===== src/rtl/edge_event_arbiter.sv =====
// edge_event_arbiter: synchronizes level inputs, detects qualified edges and
// hands them out one at a time through a round-robin valid/ready channel.
module edge_event_arbiter #(
    parameter int N     = 4,
    parameter int CNT_W = 8,
    parameter int ID_W  = $clog2(N)
) (
    input  logic             clk,
    input  logic             rst_n,
    input  logic [N-1:0]     in_lvl,
    input  logic [N-1:0]     cfg_rise_en,
    input  logic [N-1:0]     cfg_fall_en,
    output logic             evt_valid,
    input  logic             evt_ready,
    output logic [ID_W-1:0]  evt_id,
    output logic             evt_rise,
    output logic [N-1:0]     ovf_flag,
    output logic [CNT_W-1:0] ovf_cnt,
    input  logic             ovf_clr
);

    typedef enum logic {IDLE, PRESENT} state_t;

    localparam int SW = CNT_W + 5;

    state_t          state, state_nxt;
    logic [N-1:0]    s1, s2, s3;
    logic [N-1:0]    rise, fall, qual, store, drop, gnt;
    logic [N-1:0]    pend, pend_rise, pend_nxt, pend_rise_nxt;
    logic [N-1:0]    ovf_flag_nxt;
    logic [CNT_W-1:0] ovf_cnt_nxt, cnt_base;
    logic [SW-1:0]   cnt_sum;
    logic [4:0]      drop_cnt;
    logic [ID_W-1:0] last_grant, gnt_id, idx;
    logic            gnt_en;

    assign rise  = s2 & ~s3 & cfg_rise_en;
    assign fall  = ~s2 & s3 & cfg_fall_en;
    assign qual  = rise | fall;
    assign gnt   = gnt_en ? (N'(1) << gnt_id) : '0;
    assign drop  = qual & pend & ~gnt;
    assign store = qual & ~drop;

    // two-flop synchronizer followed by a history flop for edge detection
    always_ff @(posedge clk or negedge rst_n) begin
        if (!rst_n) begin
            s1 <= '0;
            s2 <= '0;
            s3 <= '0;
        end else begin
            s1 <= in_lvl;
            s2 <= s1;
            s3 <= s2;
        end
    end

    // round-robin search for the first pending channel after last_grant
    always_comb begin
        gnt_en = 1'b0;
        gnt_id = '0;
        idx    = '0;
        for (int k = 1; k <= N; k++) begin
            idx = ID_W'((int'(last_grant) + k) % N);
            if (state == IDLE && !gnt_en && pend[idx]) begin
                gnt_en = 1'b1;
                gnt_id = idx;
            end
        end
    end

    // pending slot update and saturating overflow accounting; a drop beats a clear
    always_comb begin
        pend_nxt      = (pend & ~gnt) | qual;
        pend_rise_nxt = (pend_rise & ~store) | (rise & store);
        drop_cnt      = '0;
        for (int i = 0; i < N; i++) drop_cnt = drop_cnt + 5'(drop[i]);
        cnt_base      = ovf_clr ? '0 : ovf_cnt;
        cnt_sum       = SW'(cnt_base) + SW'(drop_cnt);
        ovf_cnt_nxt   = (cnt_sum > SW'({CNT_W{1'b1}})) ? '1 : cnt_sum[CNT_W-1:0];
        ovf_flag_nxt  = (ovf_clr ? '0 : ovf_flag) | drop;
    end

    // FSM state register
    always_ff @(posedge clk or negedge rst_n) begin
        if (!rst_n) state <= IDLE;
        else        state <= state_nxt;
    end

    // FSM next state: grant from IDLE, hold the event in PRESENT until accepted
    always_comb begin
        state_nxt = state;
        evt_valid = (state == PRESENT);
        if (state == IDLE && gnt_en)            state_nxt = PRESENT;
        else if (state == PRESENT && evt_ready) state_nxt = IDLE;
    end

    // pending slots, presented event and overflow registers
    always_ff @(posedge clk or negedge rst_n) begin
        if (!rst_n) begin
            pend       <= '0;
            pend_rise  <= '0;
            evt_id     <= '0;
            evt_rise   <= 1'b0;
            last_grant <= ID_W'(N - 1);
            ovf_flag   <= '0;
            ovf_cnt    <= '0;
        end else begin
            pend      <= pend_nxt;
            pend_rise <= pend_rise_nxt;
            ovf_flag  <= ovf_flag_nxt;
            ovf_cnt   <= ovf_cnt_nxt;
            if (gnt_en) begin
                evt_id     <= gnt_id;
                evt_rise   <= pend_rise[gnt_id];
                last_grant <= gnt_id;
            end
        end
    end

endmodule


===== config.mk =====
export PLATFORM = sky130hd
export DESIGN_NAME = edge_event_arbiter
export DESIGN_NICKNAME = d
export VERILOG_FILES = /design/src/rtl/edge_event_arbiter.sv
export SDC_FILE = /design/constraint.sdc
export NUM_CORES = 1
export LEC_CHECK = 0
export CELL_PAD_IN_SITES_DETAIL_PLACEMENT = 1
export CELL_PAD_IN_SITES_GLOBAL_PLACEMENT = 2
export CORE_AREA = 2 2 78 73
export DETAILED_ROUTE_END_ITERATION = 16
export DIE_AREA = 0 0 80 75
export DONT_BUFFER_PORTS = 1
export GPL_TIMING_DRIVEN = 1
export PLACE_DENSITY_LB_ADDON = 0.1
export SLEW_MARGIN = 20
export SYNTH_ARGS = -nofsm -noshare
export SYNTH_HDL_FRONTEND = slang
export SYNTH_SLANG_ARGS = --single-unit

===== constraint.sdc =====
create_clock -name clk -period 4.8 [get_ports clk]
set_input_delay 0.96 -clock clk [delete_from_list [all_inputs] [get_ports clk]]
set_output_delay 0.96 -clock clk [all_outputs]
set_load 0.005 [all_outputs]

# ---- After elaboration in Yosys (flattened, before gate mapping)
# Index checks and enable logic that the tools add are counted.
dict set report totals {
  reg_bits 38
  word_cells 83
}
dict set report classes {
  addsub 8
  order_cmp 6
  shifts 1
  mux 24
  n_bitwise 20
  n_reduce_logical 13
}
# cell count
set ops {}
lappend ops {{$and 4x4->4} 10}
lappend ops {{$not 4->4} 5}
lappend ops {{$mux 8} 2}
lappend ops {{$or 4x4->4} 4}
lappend ops {{$lt 2x3->1 const B} 5}
lappend ops {{$mux 1} 11}
lappend ops {{$bmux 1 s2} 5}
lappend ops {{$add 8x4->9} 1}
lappend ops {{$gt 9x8->1 const B} 1}
lappend ops {{$logic_and 1x1->1} 9}
lappend ops {{$mux 2} 4}
lappend ops {{$mux 4} 2}
lappend ops {{$add 2x1->2 const B} 2}
lappend ops {{$add 2x2->2 const B} 2}
lappend ops {{$add 3x1->4} 1}
lappend ops {{$shl 1x2->4 const A} 1}
lappend ops {{$add 2x1->3} 1}
lappend ops {{$logic_not 1->1} 3}
lappend ops {{$add 1x1->2} 1}
lappend ops {{$reduce_bool 2->1} 1}
lappend ops {{$not 1->1} 1}

# ---- Longest topological paths before layout
dict set report depth {
  depth_word 27
  ltp_mapped 17
}

# ---- Worst setup path before layout
# Ideal clock, no wire load.
dict set report synth_path {
  path_type {register -> register}
  from {reg last_grant[0]}
  to {reg ovf_cnt[4]}
  setup_ps 83
  t_arrival_ps 3973
  required_ps 4717
  slack_ps 745
  stages_incl_launch_ff 17
  n_path_buf 2
  path_cell_list {dfstp_2 buf_2 buf_1 mux2i_1 nand2_1 a32oi_1 or2_2 o21ai_0 or2_1 fa_1 fa_1 inv_1 fa_1 nand2_1 nor3_1 nand4b_1 o21ai_0}
}
dict set report synth_between {
  elab_chain_cells 27
  word_cells_on_any_way 40
}
# item line_no
set synth_rtl {}
lappend synth_rtl {{from (decl)} 34} ;# logic [ID_W-1:0] last_grant, gnt_id, idx;
lappend synth_rtl {{from (signal assigned)} 104} ;# last_grant <= ID_W'(N - 1);
lappend synth_rtl {{from (signal assigned)} 115} ;# last_grant <= gnt_id;
lappend synth_rtl {{$add 2x1->2} 63} ;# idx = ID_W'((int'(last_grant) + k) % N);
lappend synth_rtl {{$bmux 1 s2} 64} ;# if (state == IDLE && !gnt_en && pend[idx]) begin
lappend synth_rtl {{$mux 1 (not written as such)} 64}
lappend synth_rtl {{$logic_and 1x1->1} 64}
lappend synth_rtl {{$mux 1} 64}
lappend synth_rtl {{$logic_not 1->1} 64}
lappend synth_rtl {{$logic_and 1x1->1 (2 in a row)} 64}
lappend synth_rtl {{$mux 1} 64}
lappend synth_rtl {{[11 not listed]} n/a}
lappend synth_rtl {{$and 4x4->4 *} 41} ;# assign drop = qual & pend & ~gnt;
lappend synth_rtl {{$add 1x1->2} 76} ;# for (int i = 0; i < N; i++) drop_cnt = drop_cnt + 5'(drop[i]);
lappend synth_rtl {{$add 2x1->3} 76}
lappend synth_rtl {{$add 3x1->4 *} 76}
lappend synth_rtl {{$add 8x4->9 *} 78} ;# cnt_sum = SW'(cnt_base) + SW'(drop_cnt);
lappend synth_rtl {{$gt 9x8->1} 79} ;# ovf_cnt_nxt = (cnt_sum > SW'({CNT_W{1'b1}})) ? '1 : cnt_sum[CNT_W-1:0];
lappend synth_rtl {{$mux 8 *} 79}
lappend synth_rtl {{net ovf_cnt_nxt[4]} 31} ;# logic [CNT_W-1:0] ovf_cnt_nxt, cnt_base;
lappend synth_rtl {{to (signal assigned)} 111} ;# ovf_cnt <= ovf_cnt_nxt;
lappend synth_rtl {{to (decl)} 18} ;# output logic [CNT_W-1:0] ovf_cnt,
# The timed path passes the listed nets; every way through them passes the cells marked *. The select of a mux whose other input is x is not followed.
# A chain may end at the register's enable or synchronous reset.

# ---- Worst setup path in the final report
# Ends and elaborated chain as after synthesis.

==> results <==
## final timing paths
path / from / end / slack [ns] / depth (start not counted)
setup / recovery: last_grant[0] / ovf_cnt[4] / 0.40 / 14
hold / removal: rst_n / ovf_cnt[5] / 0.35 / 0
setup reg to reg: last_grant[0] / ovf_cnt[4] / 0.40 / 14
hold reg to reg: s1[3] / s2[3] / 0.35 / 0
max in group asynchronous: rst_n / last_grant[0] / 4.26 / 0
min in group clk: s1[3] / s2[3] / 0.35 / 0
## layer usage
layer	track usage, %	part of all wire [%]
met5	0	0
met4	7.34	1.4
met3	4.20	3.6
met2	29.4	51
met1	20.2	44
## worst reg2reg max path, delay by kind of cell, from the launching register on
kind | cells | cell delay (ns)
compound gates | 3 | 0.69
flops | 1 | 0.72
mux | 1 | 0.36
fa+ha+maj | 3 | 1.05
simple gates | 6 | 1.43
buf+inv | 1 | 0.08
## metrics by stage
stage | worst slack [ns] | hold WS (ns) | util, % | cells | cell area, µm²
2_1_floorplan | 0.745 | 0.331 | - | 197 | 1950
3_3_place_gp | 0.521 | 0.332 | 39.3 | 258 | 2020
3_5_place_dp | 0.357 | 0.336 | 39.3 | 258 | 2020
4_1_cts | 0.365 | 0.340 | 41.1 | 266 | 2110
5_1_grt | 0.0705 | 0.335 | 41.1 | 266 | 2110
6_report | 0.398 | 0.351 | 41.1 | 266 | 2110
## power by group
group,internal (mW),switching (mW),leakage (nW)
clock,0.102,0.121,0.0441
sequential,0.408,0.111,0.456
combinational,0.245,0.308,0.396
total,0.755,0.540,0.895
## cells in the final DEF (no fill, tap or decap), types with 2 or more instances in the layout
master	n
nor2_1	11
dfrtp_1	36
o21ai_0	12
o21a_1	2
mux2_2	2
nand2_1	23
a21oi_1	5
o22ai_1	6
a22oi_1	2
or3_1	2
nor3_1	10
inv_1	10
mux2i_1	5
nand4_1	2
and2_1	2
mux4_2	2
or2_1	4
a31oi_1	3
dfstp_2	2
nand2b_1	8
nand3b_1	6
nor2b_1	4
fa_1	3
xnor2_1	2
nand3_1	7
buf_4	4
clkbuf_8	5
## cell type report
cell class,instances,area share [%]
inverter,10,1.78
sequential,38,45.2
tap,67,3.98
multi-input combinational,139,43.3
clock buffer,5,3.26
clock inverter,3,1.01
timing repair buffer,4,1.42
## cells by family (layout without fill, tap and decap cells)
logic type / Yosys count / in the layout / share of synthesized area (%)
xor gates and xnor gates: 3 / 3 / 1.35
AOI/OAI and AO/OA: 39 / 39 / 13.0
adders and majority gates: 4 / 4 / 3.72
and+or+nand+nor: 84 / 84 / 22.7
buffers and inverters: 20 / 22 / 4.42
DFF: 38 / 38 / 48.8
muxes: 9 / 9 / 6.02
==> results.toml <==
[grt]
antenna_found_initial = 0
grt_pass1_wl_um = 7710
grt_pass1_vias = 1609
grt_max_degree = 39
grt_usage_pct = 16.9
grt_overflow = 0

[layout]
multi_input_area_um2 = 913
drive_gt1_share_pct = 11.6
ff_latch_area_um2 = 953
syn2layout_area_growth_pct = 7.94
fillers = 613
finalNetCount = 218
n_antenna_cell = 0

[setup_path]
cp-start-kind = "register"
required_ns = 5.01
critical_path_buf_inv_count = 1
path_delay_family = "simple AND/OR/NAND/NOR gates"
crit_arrival_ns = 4.61
slowest_stage = "dfstp_2"
path_max_fanout = 16
worst_path_largest_cell_delay_ns = 0.72
critPathKind = "register to register"
critPathCaptureType = "register"
worstPathCellList = "mux4_2 > nand2b_4 > or4_4 > o211a_2 > o21ai_0 > or2_1 > fa_1 > fa_1 > inv_1 > fa_1 > nand2_1 > nor3_1 > nand4b_1 > o21ai_0"
cpMostUsedCell = "fa_1"

[routing]
drtIter0Drc = 80
vias = 1450
viasPerCell = 5.45
dr.pass1.iters = 4
ant_nets = 0
drc_errors = 0
drt_wl_total_um = 4490
routedWlPerCell_um = 16.9

[floorplan]
die-area_um2 = 6000
initial_utilization_pct = 38.1
std_cell_rows = 25
io_pins = 32
core_area_um2 = 5130
die_h_um = 75
fp.dieW_um = 80

[synthesis]
ys_ff_latch = 38
ys_warn_count = 0
synth.avg_cell_area_um2 = 9.91
async_reset_ff_share_pct = 100
synthDistinctLibCells = 45
synth_cells = 197
netlist_top_cells_count = "dfrtp_1, nand2_1, o21ai_0"
yosysSeqAreaShare_pct = 48.8
ys.flop_type = "dfrtp_1"
synth_fp_nets = 217
synth_edf_count = 0
syn_area_um2 = 1950
synthDominantCellAreaShare_pct = 46.1
yosysMostFrequentCell = "dfrtp_1"
synth_area_leaders = "dfrtp_1, nand2_1, fa_1"
synth_area_leader_cell = "dfrtp_1"

[timing]
slew_headroom_pct = 68.3
max_freq_ghz = 0.227
setup_tns_ns = 0
fin_crit_ns = 4.40
setup_violations = 0
skew_ns = 0.00228
drv_slew = 0
hold_viol = 0
min_period_over_period_pct = 91.7
rsz0062_at_grt = "no"
tightest_slew_ns = 0.471

[place]
io_buffers = 0
hpwl_um = 3250
place_congestion = 0.748

[power_and_ir_drop]
p_leak_nw = 0.895
max-vdd-ir-drop_mv = 0.208
power_mw = 1.30
pwr_density_cell_nw_per_um2 = 614

[clock_tree]
clock_sinks = 38
cts_tree = "built"
clock_path_buffers = 2
post_cts_resized = 0
h-tree-depth = 2
cts_buffers = 5
holdBufCountCts = 0
clk_pin_slew_ns = 0.08
cts_setup_buffers = 0
clk_latency_ns = 0.29
cts-root-buf = "clkbuf_8"

[run]
cap_violations = 0

[hold_path]
hp-class = "input pin to async pin"

[run_status]
run_status = "completed"
(Power assumes the default switching activity.)
